[src/rtl/riscv_pkg.sv]
// Shared RV32I decode constants used by the decode/operand stage.
package riscv_pkg;

  localparam logic [6:0] OPC_OP     = 7'b0110011;
  localparam logic [6:0] OPC_OP_IMM = 7'b0010011;
  localparam logic [6:0] OPC_LUI    = 7'b0110111;
  localparam logic [6:0] OPC_AUIPC  = 7'b0010111;

  localparam logic [2:0] F3_ADD  = 3'b000;
  localparam logic [2:0] F3_SLL  = 3'b001;
  localparam logic [2:0] F3_SLT  = 3'b010;
  localparam logic [2:0] F3_SLTU = 3'b011;
  localparam logic [2:0] F3_XOR  = 3'b100;
  localparam logic [2:0] F3_SR   = 3'b101;
  localparam logic [2:0] F3_OR   = 3'b110;
  localparam logic [2:0] F3_AND  = 3'b111;

  localparam logic [6:0] F7_SUB_SRA = 7'b0100000;

endpackage

[src/rtl/regfile.sv]
// 32-entry register file: two async read ports with write-through bypass,
// one synchronous write port, x0 hardwired to zero.
module regfile #(
  parameter int XLEN = 32
) (
  input  logic            clk,
  input  logic            rst,
  input  logic [4:0]      ra1,
  input  logic [4:0]      ra2,
  output logic [XLEN-1:0] rd1,
  output logic [XLEN-1:0] rd2,
  input  logic            we,
  input  logic [4:0]      wa,
  input  logic [XLEN-1:0] wd
);

  logic [XLEN-1:0] mem [32];

  // Storage: cleared on reset; reset has priority so no write lands during it.
  always_ff @(posedge clk) begin
    if (rst) begin
      for (int i = 0; i < 32; i++) mem[i] <= '0;
    end else if (we && wa != 5'd0) begin
      mem[wa] <= wd;
    end
  end

  // Reads: x0 is zero, a same-cycle writeback to the read index is forwarded.
  always_comb begin
    rd1 = (ra1 == 5'd0) ? '0 : ((we && wa == ra1) ? wd : mem[ra1]);
    rd2 = (ra2 == 5'd0) ? '0 : ((we && wa == ra2) ? wd : mem[ra2]);
  end

endmodule

[src/rtl/id_stage.sv]
// Decode/operand stage feeding the registered ALU: decodes RV32I ALU-class
// ops, reads operands, tracks pending writes with a busy scoreboard and
// holds the decoded op in a single output register.
module id_stage import riscv_pkg::*; #(
  parameter int XLEN = 32
) (
  input  logic            clk,
  input  logic            rst,
  input  logic            in_valid,
  output logic            in_ready,
  input  logic [31:0]     in_instr,
  input  logic [XLEN-1:0] in_pc,
  input  logic            wb_en,
  input  logic [4:0]      wb_rd,
  input  logic [XLEN-1:0] wb_data,
  output logic            out_valid,
  input  logic            out_ready,
  output logic [XLEN-1:0] alu_x,
  output logic [XLEN-1:0] alu_y,
  output logic [2:0]      alu_funct3,
  output logic [6:0]      alu_funct7,
  output logic            alu_imm,
  output logic [4:0]      out_rd,
  output logic            out_we,
  output logic            illegal
);

  // ALU add-vs-sub / arithmetic-shift select; only R-type ADD/SUB looks at bit 30.
  function automatic logic imm_sel(input logic is_r, input logic [2:0] f3, input logic b30);
    case (f3)
      F3_ADD:  return !(is_r && b30);
      F3_SR:   return b30;
      default: return 1'b0;
    endcase
  endfunction

  logic [6:0] opc;
  logic [4:0] rs1, rs2, rd;
  logic [2:0] f3;
  assign opc = in_instr[6:0];
  assign rd  = in_instr[11:7];
  assign f3  = in_instr[14:12];
  assign rs1 = in_instr[19:15];
  assign rs2 = in_instr[24:20];

  logic [XLEN-1:0] rs1_val, rs2_val;

  regfile #(.XLEN(XLEN)) u_rf (
    .clk (clk),
    .rst (rst),
    .ra1 (rs1),
    .ra2 (rs2),
    .rd1 (rs1_val),
    .rd2 (rs2_val),
    .we  (wb_en),
    .wa  (wb_rd),
    .wd  (wb_data)
  );

  logic signed [XLEN-1:0] imm_i;
  logic        [XLEN-1:0] imm_u;
  assign imm_i = {{(XLEN-12){in_instr[31]}}, in_instr[31:20]};
  assign imm_u = {in_instr[31:12], 12'b0};

  logic [XLEN-1:0] x_d, y_d;
  logic [2:0]      f3_d;
  logic [6:0]      f7_d;
  logic            imm_d, we_d, ill_d, use1, use2;
  logic [4:0]      rd_d;

  // Decode: operand selection and ALU controls; unsupported opcodes yield zeros.
  always_comb begin
    x_d   = '0;
    y_d   = '0;
    f3_d  = '0;
    f7_d  = '0;
    imm_d = 1'b0;
    rd_d  = '0;
    we_d  = 1'b0;
    ill_d = 1'b0;
    use1  = 1'b0;
    use2  = 1'b0;
    case (opc)
      OPC_OP: begin
        x_d = rs1_val; y_d = rs2_val; f3_d = f3; f7_d = in_instr[31:25];
        imm_d = imm_sel(1'b1, f3, in_instr[30]);
        rd_d = rd; we_d = 1'b1; use1 = 1'b1; use2 = 1'b1;
      end
      OPC_OP_IMM: begin
        x_d = rs1_val; y_d = imm_i; f3_d = f3;
        imm_d = imm_sel(1'b0, f3, in_instr[30]);
        rd_d = rd; we_d = 1'b1; use1 = 1'b1;
      end
      OPC_LUI: begin
        y_d = imm_u; f3_d = F3_ADD; imm_d = 1'b1; rd_d = rd; we_d = 1'b1;
      end
      OPC_AUIPC: begin
        x_d = in_pc; y_d = imm_u; f3_d = F3_ADD; imm_d = 1'b1; rd_d = rd; we_d = 1'b1;
      end
      default: ill_d = 1'b1;
    endcase
  end

  // Scoreboard: bit 0 is never set, so x0 never stalls.
  logic [31:0] busy, clr, set, pend;
  logic        hazard, acc, vld_p1;

  // Clear vector from writeback and the bits still pending after it.
  always_comb begin
    clr = '0;
    if (wb_en) clr[wb_rd] = 1'b1;
    pend = busy & ~clr;
  end

  assign hazard   = (use1 && pend[rs1]) || (use2 && pend[rs2]) || (we_d && pend[rd]);
  assign in_ready = (!vld_p1 || out_ready) && !hazard;
  assign acc      = in_valid && in_ready;

  // Set vector for the destination of an accepted writing op.
  always_comb begin
    set = '0;
    if (acc && we_d && rd != 5'd0) set[rd] = 1'b1;
  end

  // Busy register: set wins over a same-cycle clear.
  always_ff @(posedge clk) begin
    if (rst) busy <= '0;
    else     busy <= (busy & ~clr) | set;
  end

  // ---- p0 -> p1: output register ----
  logic [XLEN-1:0] x_p1, y_p1;
  logic [2:0]      f3_p1;
  logic [6:0]      f7_p1;
  logic            imm_p1, we_p1, ill_p1;
  logic [4:0]      rd_p1;

  // Output register: load on accept, hold under backpressure, drop when consumed.
  always_ff @(posedge clk) begin
    if (rst) begin
      vld_p1 <= 1'b0;
      x_p1   <= '0;
      y_p1   <= '0;
      f3_p1  <= '0;
      f7_p1  <= '0;
      imm_p1 <= 1'b0;
      rd_p1  <= '0;
      we_p1  <= 1'b0;
      ill_p1 <= 1'b0;
    end else if (acc) begin
      vld_p1 <= 1'b1;
      x_p1   <= x_d;
      y_p1   <= y_d;
      f3_p1  <= f3_d;
      f7_p1  <= f7_d;
      imm_p1 <= imm_d;
      rd_p1  <= rd_d;
      we_p1  <= we_d;
      ill_p1 <= ill_d;
    end else if (out_ready) begin
      vld_p1 <= 1'b0;
    end
  end

  assign out_valid  = vld_p1;
  assign alu_x      = x_p1;
  assign alu_y      = y_p1;
  assign alu_funct3 = f3_p1;
  assign alu_funct7 = f7_p1;
  assign alu_imm    = imm_p1;
  assign out_rd     = rd_p1;
  assign out_we     = we_p1;
  assign illegal    = ill_p1;

endmodule

[config.mk]
export PLATFORM = sky130hd
export DESIGN_NAME = id_stage
export DESIGN_NICKNAME = d
export VERILOG_FILES = /design/src/rtl/riscv_pkg.sv /design/src/rtl/regfile.sv /design/src/rtl/id_stage.sv
export SDC_FILE = /design/constraint.sdc
export NUM_CORES = 2
export LEC_CHECK = 0
export CAP_MARGIN = 20
export CORE_ASPECT_RATIO = 2
export CORE_MARGIN = 2
export CORE_UTILIZATION = 40
export CTS_CLUSTER_DIAMETER = 150
export DETAILED_ROUTE_END_ITERATION = 10
export PLACE_DENSITY_LB_ADDON = 0.3
export SETUP_SLACK_MARGIN = 0.02
export SYNTH_ARGS = -nofsm -noshare
export SYNTH_HDL_FRONTEND = slang
export SYNTH_SLANG_ARGS = --single-unit
[constraint.sdc]
create_clock -name clk -period 7.19 [get_ports clk]
set_clock_uncertainty 0.15 [all_clocks]
set_input_delay 1.438 -clock clk [delete_from_list [all_inputs] [get_ports clk]]
set_output_delay 1.438 -clock clk [all_outputs]
set_load 0.02 [all_outputs]
==> summary.md <==
| Metric | Value |
|---|---|
| Final hold violation count | 0 |
| FFs w/ async S/R, synth | 0% |
| Startpoint Class | input port |
| Initial DRC count | 4,521 |
| Yosys top cell area share | 50.42% |
| Yosys reg bits | 1,139 |
| First-pass GRT wire length | 325,500 um |
| Flop-to-flop setup slack | 3290 ps |
| Drt pass-1 iters | 5 |
| Leakage | 22.75 nW |
| Delay of the slowest cell on the worst path | 680 ps |
| Max H-tree Level | 3 |
| Slew margin rel. | 13.77% |
| Antenna Nets Post-Route | 0 |
| Pin count of the biggest net entering global routing | 127 |
| Drt via density | 6.508 |
| Wirelength per Cell | 37.69 um |
| Internal | 11.55 mW |
| Most frequent cells in the layout | 1,024 x edfxtp_1, 782 x and2_1, 616 x mux4_2, 234 x nor3_1, 217 x buf_4 |
| Setup crit end kind | output port |
| Initial Util | 40.28% |
| Nets | 4,312 |
| Root Driver | clkbuf_16 |
| Cells after synthesis | 4,115 |
| Drc violations | 0 |
| CP Class | in -> out |
| Net Sw Frac | 26.28% |
| Critical-path cell list | clkdlybuf4s50_1 > buf_4 > or4b_1 > buf_4 > o21ai_0 > o211ai_1 > and4b_1 > nand3_1 > nor3_1 > nor2_2 > buf_4 > clkdlybuf4s50_1 |
| Required time of the critical path | 5600 ps |
| Routability congestion estimate | 0.9626 |
| Die Wd | 280.1 um |
| I/O pin cnt | 190 |
| Die Ht | 556.2 um |
| Power share of the combinational group | 14.1% |
| Syn Std Cell Area | 60,980 um^2 |
| Leading cell type in the layout, fill and taps excluded | edfxtp_1 |
| Layout cell share with drive strength beyond 1 | 28.06% |
| GRT Util Overall | 30.18% |
| Pwr dens | 225.2 nW/um^2 |
| Crit path max fanout | 13 |
| Gr ovfl total | 0 |
| P_sw | 4.119 mW |
| Syn-to-layout area delta | 14.12% |
| Power share of the clock group | 36.6% |
| Sequential Power Share | 49.3% |
| Worst hold-check path type | reg -> reg |
| Total CTS buffers | 100 |
| Cts hold-fix bufs | 0 |
| Worst EP arrival | 5590 ps |
| Worst r2r src | busy[17] |
| Vias in the first global route | 42,244 |
| Cell taking the most area after synthesis | edfxtp_1 |
| Core Area | 151,400 um^2 |
| Max Slew Vio Count | 0 |
| DP HPWL | 152,600 um |
| CTS sink cnt | 1,139 |
| Routed WL | 235,100 um |
| Initial antenna violation count | 13 |
| Syn avg cell area | 14.82 um^2 |
| Area of the die | 155,800 um^2 |
| Maximum VDD drop | 179.2 uV |
| Setup_tns | 0 ps |
| Number of port buffers | 189 |
| Worst-margin pin slew | 1293 ps |
| Run status | finished, final reports clean |
| Endpoints failing setup | 0 |
| Critical path origin | wb_rd[3] |
| Syn. warnings | 0 |
| Site row count | 202 |
| Distinct cell type count after synthesis | 80 |
| CTS tree | yes |
| Crit share post-route | 99.79% |
| # Max-Cap Violations | 0 |
| Reg2Reg Depth | 11 |
| Place WS | 154.7 ps |
| Via count | 40,588 |
| Post-synth EDFFs | 1,024 |
| PnR worst setup slack | 15.19 ps |
| Clk Latency, worst-skew pair | 760 ps |
| Ys flop type | edfxtp_1 |
| FILL cells | 13,203 |
| RSZ-0062 raised after global routing | false |
| Worst-path clk slew | 70 ps |
| R2R Path End | alu_y[7] |
| Critical Path End | in_ready |
| Min cycle time layout | 7175 ps |
| Slowest CP cell | or4b_1 |
| Synth area leaders | edfxtp_1 50%, mux4_2 23%, and2_1 8.0% |
| CTS max path bufs | 3 |
| Sequential share of the synthesized area | 54.20% |
| Worst path most repeated cell | buf_4 |
| Fmax achieved | 139.4 MHz |
worst min path at each step:
stage,slack [ps],startpoint,depth (start not counted),to
after floorplan,310,busy[3],2,busy[3]
after global placement,310,alu_funct7[5],1,alu_funct7[5]
after detailed placement,310,alu_funct7[5],1,alu_funct7[5]
after CTS,330,alu_funct7[5],1,alu_funct7[5]
after global routing,350,alu_funct7[4],1,alu_funct7[4]
final,330,alu_funct7[5],1,alu_funct7[5]
per-stage QoR:
stage	total power, mW	utilization (%)	hold slack, ps	cells	area (um^2)
after global placement	9.982	43.52	305.8	6030	65880
final	15.67	45.97	327.2	6237	69590
after floorplan	9.111	-	307.2	4146	61100
after CTS	15.67	45.80	329.7	6217	69340
after global routing	16.01	45.96	351.1	6231	69580
after detailed placement	10.03	43.57	313.8	6033	65960
repair_timing:
action                                  CTS  global route
resized for setup                         0             1
endpoints found under the setup margin    0             1
buffers inserted                          0             0
area by class of cell:
class                   count  area (um^2)  area share (%)
well taps                1938         2425           3.484
clock inverters            71        818.3           1.176
flip-flops and latches   1139        33050           47.49
repair buffers            431         4108           5.903
multi-input cells        2511        26500           38.08
clock buffers             113         2561           3.680
diodes                     11        27.53         0.03955
inverters                  23        97.59          0.1402
cell families (layout without fill, tap and decap cells):
logic type / count (synthesis) / in the layout / synth area share (%)
AOI/OAI and AO/OA: 469 / 469 / 5.542
muxes: 732 / 732 / 24.72
DFF: 1139 / 1139 / 54.20
xor gates and xnor gates: 13 / 13 / 0.1990
buffers and inverters: 496 / 638 / 3.355
and+or+nand+nor: 1265 / 1265 / 11.98
other: 1 / 43 / 0.006149
power groups by stage:
stage,logic [mW],registers (mW),clock network (mW)
floorplan,1.26,7.85,0
global placement,2.16,7.83,0
detailed placement,2.17,7.86,0
CTS,2.17,7.72,5.78
global route,2.27,7.76,5.99
finish,2.22,7.73,5.73
per-layer routing:
metal	global-route usage [%]	vias up	wire length, um
li1	-	16370	-
met2	53.37	2312	122700
met4	24.06	6	21340
met3	5.696	813	17270
met5	0	-	47
met1	31.02	21087	73680
synth_stat cells, types with 8 or more instances:
cell,number
o211ai_1,16
clkbuf_1,340
a221o_1,14
nor2b_1,9
nor3_1,238
a21oi_1,118
inv_1,20
mux2_2,32
mux4_2,616
o21ai_0,90
buf_2,93
o211a_1,8
buf_4,14
nand3_1,40
buf_1,24
and2_1,782
xnor2_1,9
a211oi_1,32
a311oi_1,14
o22ai_1,60
nand2b_1,8
nand4_1,11
a222oi_1,9
mux2i_1,84
nor2_1,80
a211oi_2,49
nand2_1,56
dfxtp_1,115
edfxtp_1,1024
sequential cells by signal (all words and copies together), names as in the netlist:
| signal | flops |
|---|---|
| u_rf.mem | 1024 |
| alu_x | 32 |
| alu_y | 32 |
| busy | 32 |
| alu_funct7 | 7 |
| out_rd | 5 |
| alu_funct3 | 3 |
| alu_imm | 1 |
| illegal | 1 |
| out_valid | 1 |
| out_we | 1 |
worst max-delay path, delay by kind of cell:
kind / cells / cell delay, ps
compound gates: 2 / 460
buf+inv: 5 / 1940
simple gates: 5 / 1740
(Power assumes the default switching activity.)
